## config.mk

```make
export PLATFORM = sky130hd
export DESIGN_NAME = alu
export DESIGN_NICKNAME = d
export VERILOG_FILES = /design/src/rtl/alu_pkg.sv /design/src/rtl/alu_core.sv /design/src/rtl/alu.sv
export SDC_FILE = /design/constraint.sdc
export NUM_CORES = 1
export LEC_CHECK = 0
export BUFFER_PORTS_ARGS = -buffer_cell sky130_fd_sc_hd__buf_2
export CAP_MARGIN = 20
export CORE_ASPECT_RATIO = 1.4
export CORE_MARGIN = 2
export CORE_UTILIZATION = 40
export CTS_CLUSTER_SIZE = 40
export DETAILED_ROUTE_END_ITERATION = 12
export GPL_ROUTABILITY_DRIVEN = 0
export PLACE_DENSITY = 0.63
export SLEW_MARGIN = 0
export SYNTH_ARGS = -nofsm -noshare
export SYNTH_HDL_FRONTEND = slang
export SYNTH_SLANG_ARGS = --single-unit
export TNS_END_PERCENT = 10
```

## constraint.sdc

```tcl
create_clock -name clk -period 0.8 [get_ports clk]
set_input_delay 0.16 -clock clk [delete_from_list [all_inputs] [get_ports clk]]
set_output_delay 0.16 -clock clk [all_outputs]
set_load 0.01 [all_outputs]
```

## src/rtl/alu_pkg.sv

```systemverilog
// Shared definitions for the ALU slice: operation encodings and default datapath width.
package alu_pkg;

   localparam int ALU_WIDTH = 8;

   typedef enum logic [2:0] {
      MODE_ADD = 3'b000,
      MODE_SUB = 3'b001,
      MODE_AND = 3'b010,
      MODE_OR  = 3'b011,
      MODE_XOR = 3'b100,
      MODE_NOT = 3'b101,
      MODE_SHL = 3'b110,
      MODE_SHR = 3'b111
   } mode_e;

endpackage

```

## src/rtl/alu_core.sv

```systemverilog
// Combinational ALU datapath: next result, carry/borrow/shift-out and signed overflow.
module alu_core
   import alu_pkg::*;
#(
   parameter int WIDTH = ALU_WIDTH
) (
   input  logic [WIDTH-1:0] A,
   input  logic [WIDTH-1:0] B,
   input  logic [2:0]       mode,
   output logic [WIDTH-1:0] result,
   output logic             carry,
   output logic             ovf
);

   logic [WIDTH:0] sum;
   logic [WIDTH:0] diff;

   always_comb begin
      // One extra bit: sum[WIDTH] is the carry, diff[WIDTH] is the borrow.
      sum    = {1'b0, A} + {1'b0, B};
      diff   = {1'b0, A} - {1'b0, B};
      result = '0;
      carry  = 1'b0;
      ovf    = 1'b0;
      case (mode_e'(mode))
         MODE_ADD: begin
            result = sum[WIDTH-1:0];
            carry  = sum[WIDTH];
            ovf    = (A[WIDTH-1] == B[WIDTH-1]) && (sum[WIDTH-1] != A[WIDTH-1]);
         end
         MODE_SUB: begin
            result = diff[WIDTH-1:0];
            carry  = diff[WIDTH];
            ovf    = (A[WIDTH-1] != B[WIDTH-1]) && (diff[WIDTH-1] != A[WIDTH-1]);
         end
         MODE_AND: result = A & B;
         MODE_OR:  result = A | B;
         MODE_XOR: result = A ^ B;
         MODE_NOT: result = ~A;
         MODE_SHL: begin
            result = {A[WIDTH-2:0], 1'b0};
            carry  = A[WIDTH-1];
         end
         MODE_SHR: begin
            result = {1'b0, A[WIDTH-1:1]};
            carry  = A[0];
         end
         default: begin
            result = '0;
            carry  = 1'b0;
            ovf    = 1'b0;
         end
      endcase
   end

endmodule

```

## src/rtl/alu.sv

```systemverilog
// Registered ALU slice: one-cycle latency result and flags, zero detect on the next result.
module alu
   import alu_pkg::*;
#(
   parameter int WIDTH = ALU_WIDTH
) (
   input  logic             clk,
   input  logic             rst_n,
   input  logic [WIDTH-1:0] A,
   input  logic [WIDTH-1:0] B,
   input  logic [2:0]       mode,
   output logic [WIDTH-1:0] out,
   output logic             carry,
   output logic             zero,
   output logic             ovf
);

   logic [WIDTH-1:0] result_nxt;
   logic             carry_nxt;
   logic             ovf_nxt;
   logic             zero_nxt;

   alu_core #(.WIDTH(WIDTH)) u_core (
      .A      (A),
      .B      (B),
      .mode   (mode),
      .result (result_nxt),
      .carry  (carry_nxt),
      .ovf    (ovf_nxt)
   );

   // Zero comes from the next result so it lands in the same cycle as out.
   assign zero_nxt = (result_nxt == '0);

   always_ff @(posedge clk or negedge rst_n) begin
      if (!rst_n) begin
         out   <= '0;
         carry <= 1'b0;
         zero  <= 1'b1;
         ovf   <= 1'b0;
      end else begin
         out   <= result_nxt;
         carry <= carry_nxt;
         zero  <= zero_nxt;
         ovf   <= ovf_nxt;
      end
   end

endmodule

```

**Word-level counts from Yosys, hierarchy flattened**

Index checks and enable logic that the tools add are counted.

- Flip-flop bits (word level): 11
- Input bits: 21

- Add/subtract/negate cells: 2
- Equality and inequality tests: 11
- Mux-type cells: 3
- Bitwise operators: 4
- Reduce and logical (&&, ||, !) cells: 4

Operator list:

| cell | number |
|---|---|
| one-hot mux 8 bit (8 select lines) | 1 |
| == test 3 bit (second input constant) | 4 |
| adder 8 x 8 -> 9 bit | 1 |
| subtractor 8 x 8 -> 9 bit | 1 |
| AND 8 bit | 1 |
| zero test 8 bit | 1 |
| inverter 8 bit | 1 |
| OR 8 bit | 1 |
| XOR 8 bit | 1 |
| == test 3 x 2 -> 1 bit (second input constant) | 2 |
| one-hot mux 1 bit (4 select lines) | 1 |
| == test 3 x 1 -> 1 bit (second input constant) | 1 |
| zero test 3 bit | 1 |
| inequality test 1 bit | 3 |
| logical AND 1 bit | 2 |
| one-hot mux 1 bit (2 select lines) | 1 |
| == test 1 bit | 1 |

**Longest topological paths before layout**

Gate-level depths: netlist of run 1.

- Depth after elaboration: 4
- Depth in mapped cells: 9
- Gate-level depth less buffers: 9

**Hierarchy**

A second synthesis of run 1 with hierarchy kept.

- Cells, all modules: 212
- Area, all modules: 1616.6 um2

Modules (own cells, without submodules):

| module | times used | cells an instance | area each (um2) | seq. area each (um2) |
|---|---|---|---|---|
| alu_core | 1 | 198 | 1321.3 | 0.0 |
| alu | 1 | 14 | 295.3 | 276.5 |

**Worst setup path before layout of run 1**

OpenSTA, ideal clock, no wires.

- Path kind: input -> register
- Start point: input A[0]
- End point: register zero
- Library setup time: 0.090 ns
- Arrival: 1.930 ns
- Required time: 0.710 ns
- Path slack: -1.220 ns
- Cell stages on the path: 9
- Path through: inv_1 ha_1 fa_1 o21bai_1 a21oi_1 o31ai_2 xnor2_1 a221o_1 nor4_2

- Longest elaborated chain between the ends: 3
- Elaborated cells on any way between the ends: 8
- Those cells by class: add/sub: 2; mux: 1; bitwise: 4; reduce/logical: 1

RTL lines:

| what | RTL line | RTL |
|---|---|---|
| start, declared | alu.sv:9 | `input logic [WIDTH-1:0] A,` |
| subtractor 8 x 8 -> 9 bit / adder 8 x 8 -> 9 bit (equally long branches) | alu_core.sv:21, alu_core.sv:20 |  |
| one-hot mux 8 bit (8 select lines) (*) | alu_core.sv:25 | `case (mode_e'(mode))` |
| named net result_nxt[6] | alu.sv:18 | `logic [WIDTH-1:0] result_nxt;` |
| zero test 8 bit (*) | alu.sv:33 | `assign zero_nxt = (result_nxt == '0);` |
| named net zero_nxt | alu.sv:21 | `logic zero_nxt;` |
| end signal, assigned | alu.sv:44 | `zero <= zero_nxt;` |
| end, declared | alu.sv:14 | `output logic zero,` |

The timed path passes the listed nets; every way through them passes the cells marked *.

**Final worst setup path of run 1**

Same ends and word-level chain as after synthesis.

==> out/qor.txt, run 1 <==
vias in the first global route - 2044
Mapped Area - 1760 µm²
port buffer count - 31
drt wl/cell - 14.4 µm
largest net degree at the start of global routing - 13
DR iter-0 viols - 94
Total GRT Usage - 0.232
Area growth syn-to-layout - 67.1%
DP Wirelength - 4590 µm
Max FO, Critical Path - 5
DRT Pass-1 Iters - 4
leading area contributor after synthesis - ha_1
met2 global-route usage - 0.436
Sum Neg Setup Slack - -8.82 ns
CTS tree - yes
Mean Syn Cell Area - 7.98 µm²
fraction of layout cells with a size suffix above 1 - 0.498
RSZ-0062 raised after global routing - true
initial antenna violation count - 0
element type at the critical path end - flop
ys async rst share - 1.00
Final Hold Fails - 0
count of final max-slew check failures - 0
post-route cell area - 2950 µm²
Final min period - 1.87 ns
TritonCTS Buffers - 3
DRC - 0
worst-case clock buffer depth - 2
area of the multi-input gates - 1530 µm²
starting density of the core - 0.416
top-count cell post-synth - inv_1
Area contributors post-synth - ha_1 (17%), dfrtp_1 (14%), inv_1 (5.5%)
fin crit share - 2.33
Die Width - 60.1 µm
startpoint types - input pin
clock root buffer - clkbuf_8
fin nets - 381
Ports - 32
# Max-Cap Violations - 0
Slew headroom - 0.645
clk sink count - 11
final wirelength - 5660 µm
synth unique cells - 56
HP Class - input pin to async pin
H-tree level count - 1
M1 GR Usage - 0.271
worst vdd ir - 568 µV
Arr. time, crit path - 2.01 ns
critical path class - input pin to flop
Synth top area share - 0.170
GRT busiest layer - met2
Setup Viol. Count Final - 22
vias per inst - 5.25
Core Region - 4240 µm²
Seq. cell area - 277 µm²
violated checks - negative setup slack
Synth Flop Type - dfrtp_1
fillcell total - 341
outcome - complete, but fails checks
Reg clk slew, reported paths - 0.05 ns
Final Worst Setup Slack - -1.07 ns
Die ar. - 4970 µm²
Yosys warning total - 0
global-route wire length before repair - 8910 µm
Via Count - 2062
antenna cells - 0
CP required - 0.94 ns
Post-synth EDFFs - 0
global route total overflow - 0
Synth Register Bits - 11
register area share after synthesis - 0.157
PD cells - 1020 nW/µm²
Rows - 28
Power Total - 0.00301 W
M3 GR Usage - 0.0140
DP Worst Slack - -1.51 ns
commonest cells in the netlist - inv_1 (26), ha_1 (24), nor2_1 (16), nand2_1 (15), a21oi_1 (14)
die height - 82.6 µm
syn nets - 268
fmax - 535 MHz
Worst-Margin Slew - 0.528 ns
leak pwr - 1.42 nW
antenna-violating nets left - 0
Cells after Synth - 221
Final Util - 0.695
placement-stage cell area - 2620 µm²
## layout by cell type (no fill, tap or decap), drive strengths merged, types with 3 or more instances in the layout
master and n:
xnor2 5, mux2i 4, nand2b 9, buf 120, nor3 5, nor2b 5
o21ai 6, o31ai 5, ha 24, a21oi 14, clkbuf 4, nor2 16
nand2 15, dfrtp 10, inv 26, a2bb2oi 3, or3 3, o211ai 9
and2 4
## worst max-delay path: stages
cell,delay (ns)
buf_12,0.11
inv_12,0.03
ha_4,0.15
fa_2,0.36
o21bai_1,0.20
a21oi_2,0.09
o31ai_2,0.24
xnor2_1,0.09
a221o_1,0.35
nor4_2,0.22
## flip-flops by register name, summed over array words and instances, names as in the netlist
register	count
carry	1
out	8
ovf	1
zero	1
## cell type report
class | count | area share
multi-input cells | 171 | 0.519
clock buffers | 4 | 0.0153
inverters | 26 | 0.0382
flip-flops and latches | 11 | 0.0938
well taps | 60 | 0.0255
repair buffers | 121 | 0.309
## power by group
group	internal, W	total, W	switching, W
clock	0.000348	0.000540	0.000191
sequential	0.000629	0.000649	0.0000203
combinational	0.000963	0.00182	0.000858
## cell families after synthesis
logic type,after synthesis,share of synthesized area
mux,7,0.0546
xor+xnor,7,0.0348
fa+ha+maj,26,0.193
compound gates,67,0.280
flops,11,0.157
buf+inv,39,0.0964
simple gates,64,0.184
## how the worst max path moves through the flow
| stage | startpoint | end | cells past startpoint |
|---|---|---|---|
| floorplan | A[0] | zero$_DFF_PN1_ | 9 |
| global placement | A[0] | zero$_DFF_PN1_ | 10 |
| detailed placement | A[0] | zero$_DFF_PN1_ | 10 |
| CTS | A[0] | zero$_DFF_PN1_ | 10 |
| global route | A[2] | zero$_DFF_PN1_ | 9 |
| finish | A[0] | zero$_DFF_PN1_ | 10 |
## per-stage QoR
stage / cells / hold slack, ns
after floorplan: 221 / -0.136
after global placement: 385 / 0.0299
after detailed placement: 385 / 0.0403
after CTS: 393 / 0.309
after global routing: 393 / 0.342
final: 393 / 0.317
## what timing repair did
action	4_1_cts	5_1_grt
pin swaps	10	11
setup buffers	3	0
resized for setup	26	28
endpoints found under the setup margin	22	22
hold endpoints to repair	10	0
hold buffers	1	0
## layer usage
metal | vias up | share of wire
met5 | - | 0
met4 | 0 | 0.016
met3 | 8 | 0.036
met2 | 61 | 0.54
met1 | 978 | 0.41
li1 | 1015 | -
No activity file was read; power rests on OpenSTA's default activity.
==> run 2, diff against run 1 <==
--- a/config.mk
+++ b/config.mk
@@ -14,6 +14,7 @@
 export DETAILED_ROUTE_END_ITERATION = 12
 export GPL_ROUTABILITY_DRIVEN = 0
 export PLACE_DENSITY = 0.63
+export REMOVE_ABC_BUFFERS = 1
 export SLEW_MARGIN = 0
 export SYNTH_ARGS = -nofsm -noshare
 export SYNTH_HDL_FRONTEND = slang
==> run 2 against run 1 <==
Against the previous run:
- combinational power rose by 7%
- non-clock buffer count rose by 7
- design area up 3.7%
- critical endpoint unchanged
- the run still ends with negative setup slack left
- sequential power down 0.6%
- first-iteration DRC count rose by 38%
==> out/qor.txt, run 2 (synthesis results as in run 1) <==
DR iter-0 viols - 130 (+38%)
leak pwr - 1.47 nW (+3.7%)
element type at the critical path end - flop
die height - 82.6 µm (unchanged)
Largest register FFs - 8 (unchanged)
sequential power share - 0.207 (-0.009)
HP Class - input pin to async pin
Final min period - 1.92 ns (+0.0511 ns)
DRT Pass-1 Iters - 4 (unchanged)
Total GRT Usage - 0.240 (+0.00769)
clock root buffer - clkbuf_8
H-tree level count - 1 (unchanged)
Setup Viol. Count Final - 22 (unchanged)
startpoint types - input pin
Max FO, Critical Path - 3 (-2)
global-route wire length before repair - 9240 µm (+3.6%)
initial antenna violation count - 0 (unchanged)
Final Hold Fails - 0 (unchanged)
Via Count - 2172 (+5.3%)
worst vdd ir - 433 µV (-24%)
largest net degree at the start of global routing - 18 (+5)
DP Wirelength - 4360 µm (-5.0%)
drt wl/cell - 15.2 µm (+5.7%)
Reg clk slew, reported paths - 0.05 ns (about the same)
Rows - 28 (unchanged)
largest register by flop count - out
fin crit share - 2.40 (+0.0638)
clk sink count - 11 (unchanged)
# Max-Cap Violations - 0 (unchanged)
Final Hold Slack - 0.318 ns (+0.000446 ns)
Area growth syn-to-layout - 73.2%
antenna-violating nets left - 0 (unchanged)
Power Total - 0.00312 W (+3.7%)
violated checks - negative setup slack
Final Worst Setup Slack - -1.12 ns (-0.0511 ns)
Core Region - 4240 µm² (unchanged)
RSZ-0062 raised after global routing - true
P_int - 0.00199 W (+2.8%)
critical path class - input pin to flop
CTS tree - yes
Arr. time, crit path - 2.06 ns (+0.05 ns)
Ports - 32 (unchanged)
Logic pwr share - 0.624 (+0.019)
Die ar. - 4970 µm² (unchanged)
post-route cell area - 3060 µm² (+3.7%)
Die Width - 60.1 µm (unchanged)
PD cells - 1020 nW/µm² (about the same)
fmax - 521 MHz (-2.7%)
final wirelength - 6090 µm (+7.6%)
starting density of the core - 0.416 (unchanged)
TritonCTS Buffers - 3 (unchanged)
Non-Filler Instances - 400 (+1.8%)
fin nets - 388 (+1.8%)
placement-stage cell area - 2570 µm² (-1.9%)
Worst-Margin Slew - 0.455 ns (-0.0734 ns)
commonest non-fill, non-tap cell in the layout - buf_4
vias per inst - 5.43 (+3.5%)
fraction of layout cells with a size suffix above 1 - 0.524 (+0.0250)
worst-case clock buffer depth - 2 (unchanged)
port buffer count - 31 (unchanged)
Slew headroom - 0.694 (+0.0493)
antenna cells - 0 (unchanged)
Placed Instances - 385 (unchanged)
outcome - complete, but fails checks
count of final max-slew check failures - 0 (unchanged)
DRC - 0 (unchanged)
commonest cells after routing, fill and taps aside - buf_4 (93), buf_2 (21), inv_1 (17), nor2_1 (16), ha_1 (15)
global route total overflow - 0 (unchanged)
vias in the first global route - 2056 (+0.59%)
clock power share - 0.169 (-0.010)
CP required - 0.94 ns (about the same)
sw frac - 0.361 (+0.00545)
NetSw - 0.00113 W (+5.3%)
-- run 2: changes by cell type in the layout (fill, tap and decap cells not counted), moves of 2 or more --
cell	delta
a21oi_2	-2
a21oi_4	+3
buf_4	+3
buf_8	+3
ha_1	+2
ha_2	-2
inv_1	-3
inv_2	+2
-- run 2: layout make-up --
type,count,area [µm²]
clock buffer,4,45.0
fill,299,1180
tap,60,75.1
sequential,11,277
timing repair buffer,128,976
inverter,26,113
multi-input combinational,171,1570
-- run 2: layer usage --
| metal | vias to the layer above | track usage | share of wire |
|---|---|---|---|
| li1 | 1028 | - | - |
| met4 | 0 | 0.113 | 0.030 |
| met2 | 94 | 0.423 | 0.53 |
| met1 | 1033 | 0.287 | 0.40 |
| met3 | 17 | 0.0171 | 0.045 |
| met5 | - | 0 | 0 |
-- run 2: critical path: stages --
cell,delay (ns)
buf_8,0.11
ha_4,0.17
fa_2,0.39
buf_4,0.15
xor2_1,0.13
o2111ai_1,0.21
a32oi_2,0.18
a211o_1,0.28
nor4_2,0.27
-- run 2: power groups by stage --
stage                     Clock (W)  Combinational, W  Sequential [W]
final                      0.000529           0.00195        0.000645
after global routing       0.000579           0.00209        0.000654
after CTS                  0.000532           0.00177        0.000644
after detailed placement          0           0.00154        0.000651
after global placement            0           0.00151        0.000651
after floorplan                   0          0.000699        0.000696
-- run 2: timing repair --
| action | CTS | global route |
|---|---|---|
| endpoints found under the setup margin | 22 | 22 |
| hold buffers | 1 | 0 |
| setup buffers | 5 | 5 |
| pin swaps | 18 | 4 |
| endpoints found under the hold margin | 10 | 0 |
| gates resized for setup | 62 | 18 |
-- run 2: worst max path at each step --
stage | start | depth (start not counted) | end | slack [ns]
final | B[0] | 9 | zero$_DFF_PN1_ | -1.12
after global placement | A[0] | 10 | zero$_DFF_PN1_ | -1.41
after global routing | A[0] | 10 | zero$_DFF_PN1_ | -1.20
after detailed placement | A[0] | 12 | zero$_DFF_PN1_ | -1.52
after CTS | A[1] | 10 | zero$_DFF_PN1_ | -1.10
after floorplan | A[0] | 9 | zero$_DFF_PN1_ | -1.22
-- run 2: metrics by stage --
step                TNS (ns)   util  setup WS (ns)
global route          -10.08  0.721          -1.20
floorplan              -8.37      -          -1.22
detailed placement    -11.94  0.606          -1.52
global placement      -11.45  0.606          -1.41
CTS                    -8.83  0.691          -1.10
finish                 -9.18  0.721          -1.12
==> run 3, diff against run 2 <==
--- a/config.mk
+++ b/config.mk
@@ -5,6 +5,7 @@
 export SDC_FILE = /design/constraint.sdc
 export NUM_CORES = 1
 export LEC_CHECK = 0
+export ABC_AREA = 1
 export BUFFER_PORTS_ARGS = -buffer_cell sky130_fd_sc_hd__buf_2
 export CAP_MARGIN = 20
 export CORE_ASPECT_RATIO = 1.4
==> run 3 against run 2 <==
Against the previous run:
- the run still ends with negative setup slack left
- synthesized cell count up 26%
- combinational power shrank 12%
- global-route usage about the same
- area after synthesis shrank 0.64%
- clock power hardly changed
- hold slack improved by 0.011 ns
- maximum frequency rose by 28%
- critical path type unchanged
- critical endpoint unchanged
- largest cell class unchanged
- largest power group unchanged
- highest routed layer unchanged
==> out/qor.txt, run 3 <==
port buffer count - 31 (unchanged)
Final Hold Slack - 0.329 ns (+0.0110 ns)
commonest cells after routing, fill and taps aside - buf_4 (84), nand2_1 (56), inv_1 (34), buf_2 (24), nand3_1 (23)
Rows - 28 (unchanged)
clk sink count - 11 (unchanged)
clock root buffer - clkbuf_8
Die ar. - 4940 µm² (-0.60%)
max incr delay on CP - 0.53 ns (+0.14 ns)
# Max-Cap Violations - 0 (unchanged)
RSZ-0062 raised after global routing - true
PD cells - 992 nW/µm² (-2.9%)
synth unique cells - 30 (-46%)
Via Count - 2249 (+3.5%)
Slew headroom - 0.814 (+0.119)
top-count cell post-synth - nand2_1
Post-synth EDFFs - 0 (unchanged)
count of final max-slew check failures - 0 (unchanged)
Setup Viol. Count Final - 22 (unchanged)
global route total overflow - 0 (unchanged)
vias per inst - 5.13 (-5.4%)
Arr. time, crit path - 1.67 ns (-0.39 ns)
post-synthesis mux area share - 0 (-0.0546)
largest family of logic cells by synthesized area - simple AND/OR/NAND/NOR gates
fin nets - 441 (+14%)
vias in the first global route - 2097 (+2.0%)
Core Region - 4200 µm² (-0.83%)
CP required - 0.96 ns (+0.02 ns)
Simple-Gate Fraction of Synth Area - 0.383 (+0.199)
worst-case clock buffer depth - 2 (unchanged)
Non-Filler Instances - 438 (+9.5%)
Mapped Area - 1750 µm² (-0.64%)
element type at the critical path end - flop
Final min period - 1.50 ns (-0.415 ns)
Total GRT Usage - 0.240 (about the same)
Synth top area share - 0.171 (+0.00109)
Yosys warning total - 0 (unchanged)
global-route wire length before repair - 9260 µm (+0.22%)
Worst-Margin Slew - 0.279 ns (-0.176 ns)
drt wl/cell - 13.3 µm (-13%)
HP Class - input pin to async pin
fin crit share - 1.88 (-0.519)
Area contributors post-synth - ha_1 (17%), nand2_1 (14%), dfrtp_1 (14%)
CP Capture Point - zero$_DFF_PN1_
violated checks - negative setup slack
DRT Pass-1 Iters - 4 (unchanged)
starting density of the core - 0.417 (+0.000790)
Cells after Synth - 279 (+26%)
Critical path origin - A[0]
register area share after synthesis - 0.158 (+0.00101)
commonest non-fill, non-tap cell in the layout - buf_4
CP dominant cell by count - nor2_1
Mean Syn Cell Area - 6.28 µm² (-21%)
post-synthesis compound-gate area fraction - 0.117 (-0.163)
Post-Synth XOR/XNOR Area - 0.0150 (-0.0198)
DRC - 0 (unchanged)
TritonCTS Buffers - 3 (unchanged)
die height - 82.3 µm (-0.31%)
Final Hold Fails - 0 (unchanged)
Reg clk slew, reported paths - 0.05 ns (about the same)
largest net degree at the start of global routing - 12 (-6)
Sum Neg Setup Slack - -6.52 ns (+2.65 ns)
Final Worst Setup Slack - -0.704 ns (+0.415 ns)
Area growth syn-to-layout - 66.9%
critical path cell sequence - buf_12, inv_6, ha_4, fa_2, nor2_2, nor2_2, nand3_2, nor2_1, nand2_1, nor2_1, nand3_1, nor2_1
antenna-violating nets left - 0 (unchanged)
largest register by flop count - out
H-tree level count - 1 (unchanged)
fraction of layout cells with a size suffix above 1 - 0.478 (-0.0452)
fmax - 665 MHz (+28%)
Synth Flop Type - dfrtp_1
CP max stage cell - fa_2
initial antenna violation count - 0 (unchanged)
final wirelength - 5830 µm (-4.4%)
leading area contributor after synthesis - ha_1
DP Wirelength - 4450 µm (+2.1%)
Max FO, Critical Path - 3 (unchanged)
CTS tree - yes
outcome - complete, but fails checks
startpoint types - input pin
DR iter-0 viols - 150 (+15%)
Synth Register Bits - 11 (unchanged)
Placed Instances - 426 (+11%)
leak pwr - 1.59 nW (+8.0%)
antenna cells - 0 (unchanged)
Ports - 32 (unchanged)
worst vdd ir - 449 µV (+3.7%)
Largest register FFs - 8 (unchanged)
critical path class - input pin to flop
ys async rst share - 1.00 (unchanged)
Die Width - 60.0 µm (-0.29%)
adder-cell share of the synthesized area - 0.194 (+0.00124)
Power Total - 0.00290 W (-7.0%)
commonest cells in the netlist - nand2_1 (67), inv_1 (44), nand3_1 (28), nor2_1 (28), ha_1 (24)
-- run 3: critical path: cells and delay by family --
kind	cells	cell delay (ns)
buffers and inverters	2	0.12
adders and majority gates	2	0.68
and+or+nand+nor	8	0.69
-- run 3: how the worst min path moves through the flow --
stage                     start               end  depth (start not counted)
after floorplan           rst_n   carry$_DFF_PN0_                          0
after detailed placement  rst_n  out[3]$_DFF_PN0_                          1
after global routing      rst_n  out[3]$_DFF_PN0_                          2
final                     rst_n  out[2]$_DFF_PN0_                          2
after global placement    rst_n  out[3]$_DFF_PN0_                          1
after CTS                 rst_n  out[3]$_DFF_PN0_                          2
-- run 3: power by group --
group          internal, W  total [W]  switching [W]
clock network     0.000348   0.000532       0.000184
logic             0.000840    0.00172       0.000885
registers         0.000627   0.000646      0.0000191
-- run 3: through the flow --
step	setup slack, ns	utilization	cell area (µm²)
2_1_floorplan	-0.798	-	1710
3_3_place_gp	-1.05	0.596	2510
3_5_place_dp	-1.07	0.596	2510
4_1_cts	-0.793	0.640	2690
5_1_grt	-0.799	0.696	2930
6_report	-0.704	0.696	2930
-- run 3: what timing repair did --
item / CTS / global route
pin swaps: 16 / 31
endpoints found under the hold margin: 10 / 0
setup buffers: 2 / 5
hold buffers: 1 / 0
resized for setup: 33 / 49
endpoints found under the setup margin: 22 / 22
-- run 3: layout make-up --
type | instances | area [µm²]
fillers | 365 | 1280
inverters | 49 | 199
multi-input cells | 212 | 1490
flip-flops and latches | 11 | 277
repair buffers | 117 | 860
clock buffers | 4 | 45.0
well taps | 45 | 56.3
-- run 3: per-layer routing --
layer / wire (µm) / track usage / vias to the layer above
met5: 0 / 0 / -
met4: 163 / 0.0667 / 0
met3: 270 / 0.0156 / 20
met2: 2940 / 0.432 / 84
met1: 2450 / 0.301 / 1008
li1: - / - / 1137
-- run 3: logic make-up (layout without fill, tap and decap cells) --
family | count (synthesis) | count (layout)
AO/OA/AOI/OAI | 35 | 35
XOR/XNOR | 3 | 3
adder cells (fa/ha/maj) | 26 | 26
buffers and inverters | 56 | 170
flip-flops | 11 | 11
AND/OR/NAND/NOR | 148 | 148
